### config.mk
export PLATFORM = sky130hd
export DESIGN_NAME = ultrasonic_ranger
export DESIGN_NICKNAME = d
export VERILOG_FILES = /design/src/rtl/ps_pkg.sv /design/src/rtl/sync_2ff.sv /design/src/rtl/ultrasonic_ranger.sv
export SDC_FILE = /design/constraint.sdc
export NUM_CORES = 1
export LEC_CHECK = 0
export BUFFER_PORTS_ARGS = -buffer_cell sky130_fd_sc_hd__buf_4
export CAP_MARGIN = 20
export CORE_MARGIN = 2
export CORE_UTILIZATION = 50
export CTS_CLUSTER_DIAMETER = 40
export DETAILED_ROUTE_END_ITERATION = 7
export PLACE_DENSITY = 0.64
export SLEW_MARGIN = 20
export SYNTH_ARGS = -nofsm -noshare
export SYNTH_HDL_FRONTEND = slang
export SYNTH_HIERARCHICAL = 1
export SYNTH_SLANG_ARGS = --single-unit
### constraint.sdc
create_clock -name clk -period 2.85 [get_ports clk]
set_input_delay 0.1425 -clock clk [delete_from_list [all_inputs] [get_ports clk]]
set_output_delay 0.1425 -clock clk [all_outputs]
set_load 0.05 [all_outputs]
### src/rtl/ps_pkg.sv
// Shared definitions for the parking-sensor chain: clock rate, sensor scale
// and the ranger FSM state encoding.
package ps_pkg;

    localparam int unsigned CLK_FREQ      = 50_000_000;
    localparam int unsigned CYCLES_PER_CM = 2915;
    localparam int unsigned CNT_W         = 22;
    localparam int unsigned CM_W          = 9;

    typedef enum logic [2:0] {
        IDLE,
        TRIG,
        WAIT_ECHO,
        MEASURE,
        DIVIDE,
        DONE
    } ranger_state_t;

    // Converts a distance in cm into echo-width cycles, the unit of dist_cycles.
    function automatic logic [CNT_W-1:0] cm_to_cycles(input int unsigned cm);
        return CNT_W'(cm * CYCLES_PER_CM);
    endfunction

endpackage

### src/rtl/sync_2ff.sv
// Two-flop synchronizer for a single asynchronous input, cleared by a
// synchronous active-high reset.
module sync_2ff (
    input  logic clk,
    input  logic rst,
    input  logic d,
    output logic q
);

    logic meta;

    // NOTE: non-blocking assignments let both flops sample on the same edge;
    // blocking ones would collapse the chain into a single stage.
    always_ff @(posedge clk) begin
        if (rst) begin
            meta <= 1'b0;
            q    <= 1'b0;
        end else begin
            meta <= d;
            q    <= meta;
        end
    end

endmodule

### src/rtl/ultrasonic_ranger.sv
// Periodic ultrasonic distance measurement: fires a trigger pulse, times the
// echo width and converts it to cm by repeated subtraction.
module ultrasonic_ranger #(
    parameter int unsigned CYCLES_PER_CM = ps_pkg::CYCLES_PER_CM,
    parameter int unsigned TRIG_CYCLES   = 500,
    parameter int unsigned PERIOD_CYCLES = 4_000_000,
    parameter int unsigned START_TIMEOUT = 50_000,
    parameter int unsigned MAX_CM        = 400
) (
    input  logic        clk,
    input  logic        rst,
    input  logic        echo,
    output logic        trig,
    output logic [21:0] dist_cycles,
    output logic [8:0]  dist_cm,
    output logic        dist_valid,
    output logic        out_of_range,
    output logic        busy
);

    import ps_pkg::*;

    localparam logic [CNT_W-1:0] PERIOD_LAST  = CNT_W'(PERIOD_CYCLES - 1);
    localparam logic [CNT_W-1:0] TRIG_LAST    = CNT_W'(TRIG_CYCLES - 1);
    localparam logic [CNT_W-1:0] TIMEOUT_LAST = CNT_W'(START_TIMEOUT - 1);
    localparam logic [CNT_W-1:0] WIDTH_LIMIT  = CNT_W'(MAX_CM * CYCLES_PER_CM);
    localparam logic [CNT_W-1:0] DIVISOR      = CNT_W'(CYCLES_PER_CM);

    ranger_state_t    state;
    ranger_state_t    next_state;
    logic             echo_s;
    logic [CNT_W-1:0] period_cnt;
    logic [CNT_W-1:0] timer;
    logic [CNT_W-1:0] width;
    logic [CNT_W-1:0] rem;
    logic [CM_W-1:0]  q;
    logic             timed_out;

    sync_2ff u_echo_sync (
        .clk (clk),
        .rst (rst),
        .d   (echo),
        .q   (echo_s)
    );

    always_ff @(posedge clk) begin
        if (rst) begin
            state <= IDLE;
        end else begin
            state <= next_state;
        end
    end

    // NOTE: next_state gets its default before the case, so no path through
    // this block leaves it unassigned and no latch is inferred.
    always_comb begin
        next_state = state;
        unique case (state)
            IDLE: begin
                if (period_cnt == '0 && !echo_s) next_state = TRIG;
            end
            TRIG: begin
                if (timer == TRIG_LAST) next_state = WAIT_ECHO;
            end
            WAIT_ECHO: begin
                if (echo_s)                     next_state = MEASURE;
                else if (timer == TIMEOUT_LAST) next_state = DONE;
            end
            MEASURE: begin
                if (width == WIDTH_LIMIT) next_state = DONE;
                else if (!echo_s)         next_state = DIVIDE;
            end
            DIVIDE: begin
                if (rem < DIVISOR) next_state = DONE;
            end
            DONE: begin
                next_state = IDLE;
            end
            default: begin
                next_state = IDLE;
            end
        endcase
    end

    // Period timer runs regardless of state; a busy FSM simply misses the wrap.
    always_ff @(posedge clk) begin
        if (rst) begin
            period_cnt <= '0;
        end else if (period_cnt == PERIOD_LAST) begin
            period_cnt <= '0;
        end else begin
            period_cnt <= period_cnt + 1'b1;
        end
    end

    // One timer serves both the trigger length and the echo-start timeout.
    always_ff @(posedge clk) begin
        if (rst) begin
            timer <= '0;
        end else if (next_state != state) begin
            timer <= '0;
        end else if (state == TRIG || state == WAIT_ECHO) begin
            timer <= timer + 1'b1;
        end
    end

    always_ff @(posedge clk) begin
        if (rst) begin
            width     <= '0;
            rem       <= '0;
            q         <= '0;
            timed_out <= 1'b0;
        end else begin
            if (state == WAIT_ECHO && echo_s) begin
                width <= CNT_W'(1);
            end else if (state == MEASURE && echo_s && width != WIDTH_LIMIT) begin
                width <= width + 1'b1;
            end

            if (state == MEASURE && next_state == DIVIDE) begin
                rem <= width;
                q   <= '0;
            end else if (state == DIVIDE && rem >= DIVISOR) begin
                rem <= rem - DIVISOR;
                q   <= q + 1'b1;
            end

            // Only the DIVIDE exit into DONE carries a real distance.
            if (next_state == DONE) begin
                timed_out <= (state != DIVIDE);
            end
        end
    end

    // Result registers follow the state register, so they update one edge
    // after DONE is entered and hold until the next DONE.
    always_ff @(posedge clk) begin
        if (rst) begin
            trig         <= 1'b0;
            dist_valid   <= 1'b0;
            dist_cycles  <= '0;
            dist_cm      <= '0;
            out_of_range <= 1'b0;
        end else begin
            trig       <= (state == TRIG);
            dist_valid <= (state == DONE);
            if (state == DONE) begin
                dist_cycles  <= timed_out ? '0 : width;
                dist_cm      <= timed_out ? '0 : q;
                out_of_range <= timed_out;
            end
        end
    end

    assign busy = (state != IDLE);

endmodule

==> flow_summary.yaml <==
logic_synthesis:
  synth_edf_count: 0
  synth_area_leader_cell: "dfxtp_1"
  synth_flop_cell: "dfxtp_1"
  synth-async-reset-ratio: 0
  synthTopCellsByArea: "dfxtp_1 (41%), xnor2_1 (8.0%), nor2_1 (6.5%), a21oi_1 (3.5%), nor3b_1 (3.2%)"
  yosysUniqueCellTypes: 58
  yosys_warnings: 6
  ys_ff_latch: 137
  synthCells: 776
  avgSynthCellArea_um2: 8.56
  synth_top_area_frac: 0.413
  yosysSeqAreaShare: 0.413
  syn_area_mm2: 0.00664
  synth_nets: 786
detailed_routing:
  wl_per_cell_um: 15.6
  top_layer: "met4"
  ant_nets: 0
  routed-wl-met2_um: 7600
  wl_met1_um: 7220
  drc: 0
  first_pass_iters: 5
  routed_wl_um: 15700
  route.met3.wl_um: 578
  drtIter0Drc: 395
  num_vias: 5694
  via_per_inst: 5.68
worst_setup_path:
  worst_setup_path_end_kind: "flip-flop"
  rr_worst_depth: 7
  crit_slowest_cell: "or4b_4"
  critPathRequiredTime_ns: 3.15
  r2r_start: "timer[0]$_SDFFE_PP0P_"
  start_kind: "flip-flop"
  critical_path_class: "flip-flop to flip-flop"
  regToRegEndpoint: "timer[0]$_SDFFE_PP0P_"
  crit_end: "timer[0]$_SDFFE_PP0P_"
  regToRegSetupSlack_ns: 0.21
  arrival_ns: 2.94
  worst_path_largest_cell_delay_ns: 0.52
  path_max_fanout: 11
  startpoint: "timer[0]$_SDFFE_PP0P_"
  crit_chain: "ha_1 > nor4b_4 > nand3_2 > o21ai_1 > or4b_4 > or3_4 > a2111oi_0"
cts:
  clk_transition_reported_paths_ns: 0.05
  clk_path_buf_depth: 2
  worstSkewPairLatency_ns: 0.42
  cts_buffers: 17
  cts_sinks: 137
  h-tree-depth: 4
  post_cts_buffers: 0
  cts_tree: "built"
  cts_root_buf: "clkbuf_16"
floorplan:
  die_h_um: 119
  pin_count: 38
  start_util: 0.507
  num_rows: 42
  core-area_mm2: 0.0131
  die_area_mm2: 0.0142
  die_width_um: 119
placed_design:
  port_buffers: 37
  dp_hpwl_um: 10800
  gp_congestion: 0.860
finish:
  drive_gt1_frac: 0.150
  antennaDiodeCount: 0
  fin_nets: 825
  area_growth_pct: 17.5
  fillers: 1155
grt:
  antenna_found_initial: 0
  grt_max_degree: 65
  grt-ovfl-total: 0
  grt_use_total: 0.231
  grt_pass1_wl_um: 26700
  grt_pass1_vias: 5567
power_and_ir_drop:
  clkPwrFrac: 0.506
  finalPower_mw: 4.29
  vdd_ir_drop_max_mv: 0.397
  leakage_nw: 2.62
  switching_share: 0.214
  p_sw_uw: 921
  p_comb_frac: 0.041
  power_density_mw_per_mm2: 550
  internal_power_mw: 3.37
  p_seq_frac: 0.452
timing:
  max_slew_margin: 0.449
  tightest_slew_ns: 0.823
  fin_crit_sh: 0.926
  fmaxAchievable_mhz: 379
  setup_viol: 0
  hold_viol_final: 0
  finalCriticalPeriod_ns: 2.64
  maxSlewViolCount: 0
  hold_ws_ns: 0.284
  rsz0062_at_grt: "false"
  setup-tns-final_ns: 0
  finClkSkew_ns: 0.0104
run_status:
  status: "completed"
hold_path:
  hp-class: "input pin to flip-flop"
job:
  drv_cap: 0
-- placed cells by master (no fill, tap or decap), types with 3 or more instances in the layout --
master     count
a21oi_1       47
nand3_1       30
o21ai_0        9
dfxtp_1      137
xnor2_1       61
nand4_1       18
clkinv_2       3
mux2i_1        3
clkbuf_8       5
or3_1         11
nor4b_1        4
a211oi_1      13
nor4_1        28
buf_4         64
a2111oi_2      9
nor2b_1        5
nor3b_1       28
clkbuf_16     17
and3_1        10
a31oi_1        5
ha_1           7
xor2_1        23
o2bb2ai_1     13
nor2_1       115
inv_1         19
or4_1          3
nor3_1        33
a2111oi_0      3
o211ai_1       3
nand2_1       54
-- per-stage QoR --
step	util	instances	setup slack, ns	instance area, µm²
after floorplan	-	776	0.238	6640
after global placement	0.549	970	0.226	7180
after detailed placement	0.549	970	0.115	7180
after CTS	0.595	1002	0.0819	7780
after global routing	0.596	1003	0.0651	7800
final	0.596	1003	0.210	7800
-- power by group through the flow --
stage | Sequential (mW) | Combinational (mW) | Clock [mW]
finish | 1.94 | 0.178 | 2.17
floorplan | 1.98 | 0.136 | 0
CTS | 1.94 | 0.170 | 2.21
global placement | 1.98 | 0.165 | 0
global route | 1.94 | 0.192 | 2.30
detailed placement | 1.98 | 0.168 | 0
-- kinds of logic after synthesis --
logic type,Yosys count,share of synthesized area
AOI/OAI and AO/OA,118,0.133
xor gates and xnor gates,84,0.111
adders and majority gates,7,0.0132
buffers and inverters,66,0.0407
DFF,137,0.413
muxes,3,0.00452
and+or+nand+nor,361,0.285
-- worst min path at each step --
stage	startpoint	end	slack (ns)	cells past startpoint
finish	rst	timer[13]$_SDFFE_PP0P_	0.28	4
global route	rst	timer[11]$_SDFFE_PP0P_	0.32	4
CTS	rst	timer[13]$_SDFFE_PP0P_	0.27	4
detailed placement	echo	u_echo_sync/meta$_SDFF_PP0_	0.37	2
global placement	echo	u_echo_sync/meta$_SDFF_PP0_	0.38	2
floorplan	rst	u_echo_sync/meta$_SDFF_PP0_	0.21	1
-- cell usage after synthesis (3+ instances only) --
cell type  number
nor2_1        115
and3_1         10
xnor2_1        61
nand2_1        55
nand4_1        18
nor3b_1        28
xor2_1         23
dfxtp_1       137
a31oi_1         5
nor2b_1         5
ha_1            7
o21ai_0         9
o211ai_1        3
a211oi_1       13
mux2i_1         3
a21oi_1        47
inv_1          19
o2bb2ai_1      13
or4_1           3
nand3_1        30
clkbuf_1       36
a2111oi_2       9
or3_1          11
buf_2           6
nor4b_1         4
nor4_1         28
a2111oi_0       4
nor3_1         34
-- registers in the layout, summed over array words and instances, names as in the netlist --
signal / flops
dist_cm: 9
dist_cycles: 22
dist_valid: 1
out_of_range: 1
period_cnt: 22
q: 9
rem: 22
state: 3
timed_out: 1
timer: 22
trig: 1
u_echo_sync/meta: 1
u_echo_sync/q: 1
width: 22
-- cell type report --
type | count | area [µm²] | area share
Tap cell | 176 | 220 | 0.0282
Clock buffer | 24 | 502 | 0.0643
Timing Repair Buffer | 66 | 510 | 0.0654
Sequential cell | 137 | 2740 | 0.352
Multi-Input combinational cell | 574 | 3660 | 0.470
Inverter | 19 | 71.3 | 0.00914
Clock inverter | 7 | 90.1 | 0.0115
-- worst max-delay path, delay by kind of cell (launching register included) --
family | cells | cell delay [ns]
adders and majority gates | 1 | 0.22
DFF | 1 | 0.37
and+or+nand+nor | 4 | 1.38
AOI/OAI and AO/OA | 2 | 0.54
-- layer usage --
layer,vias up,global-route usage
met3,21,0.0560
met5,-,0
met1,2705,0.287
li1,2847,-
met4,0,0.0900
met2,121,0.387
-- repair_timing --
item                                    4_1_cts  5_1_grt
gates resized for setup                       0        2
endpoints found under the setup margin        0        5
endpoints found under the hold margin         1        0
hold buffers                                  1        0
(Power assumes the default switching activity.)
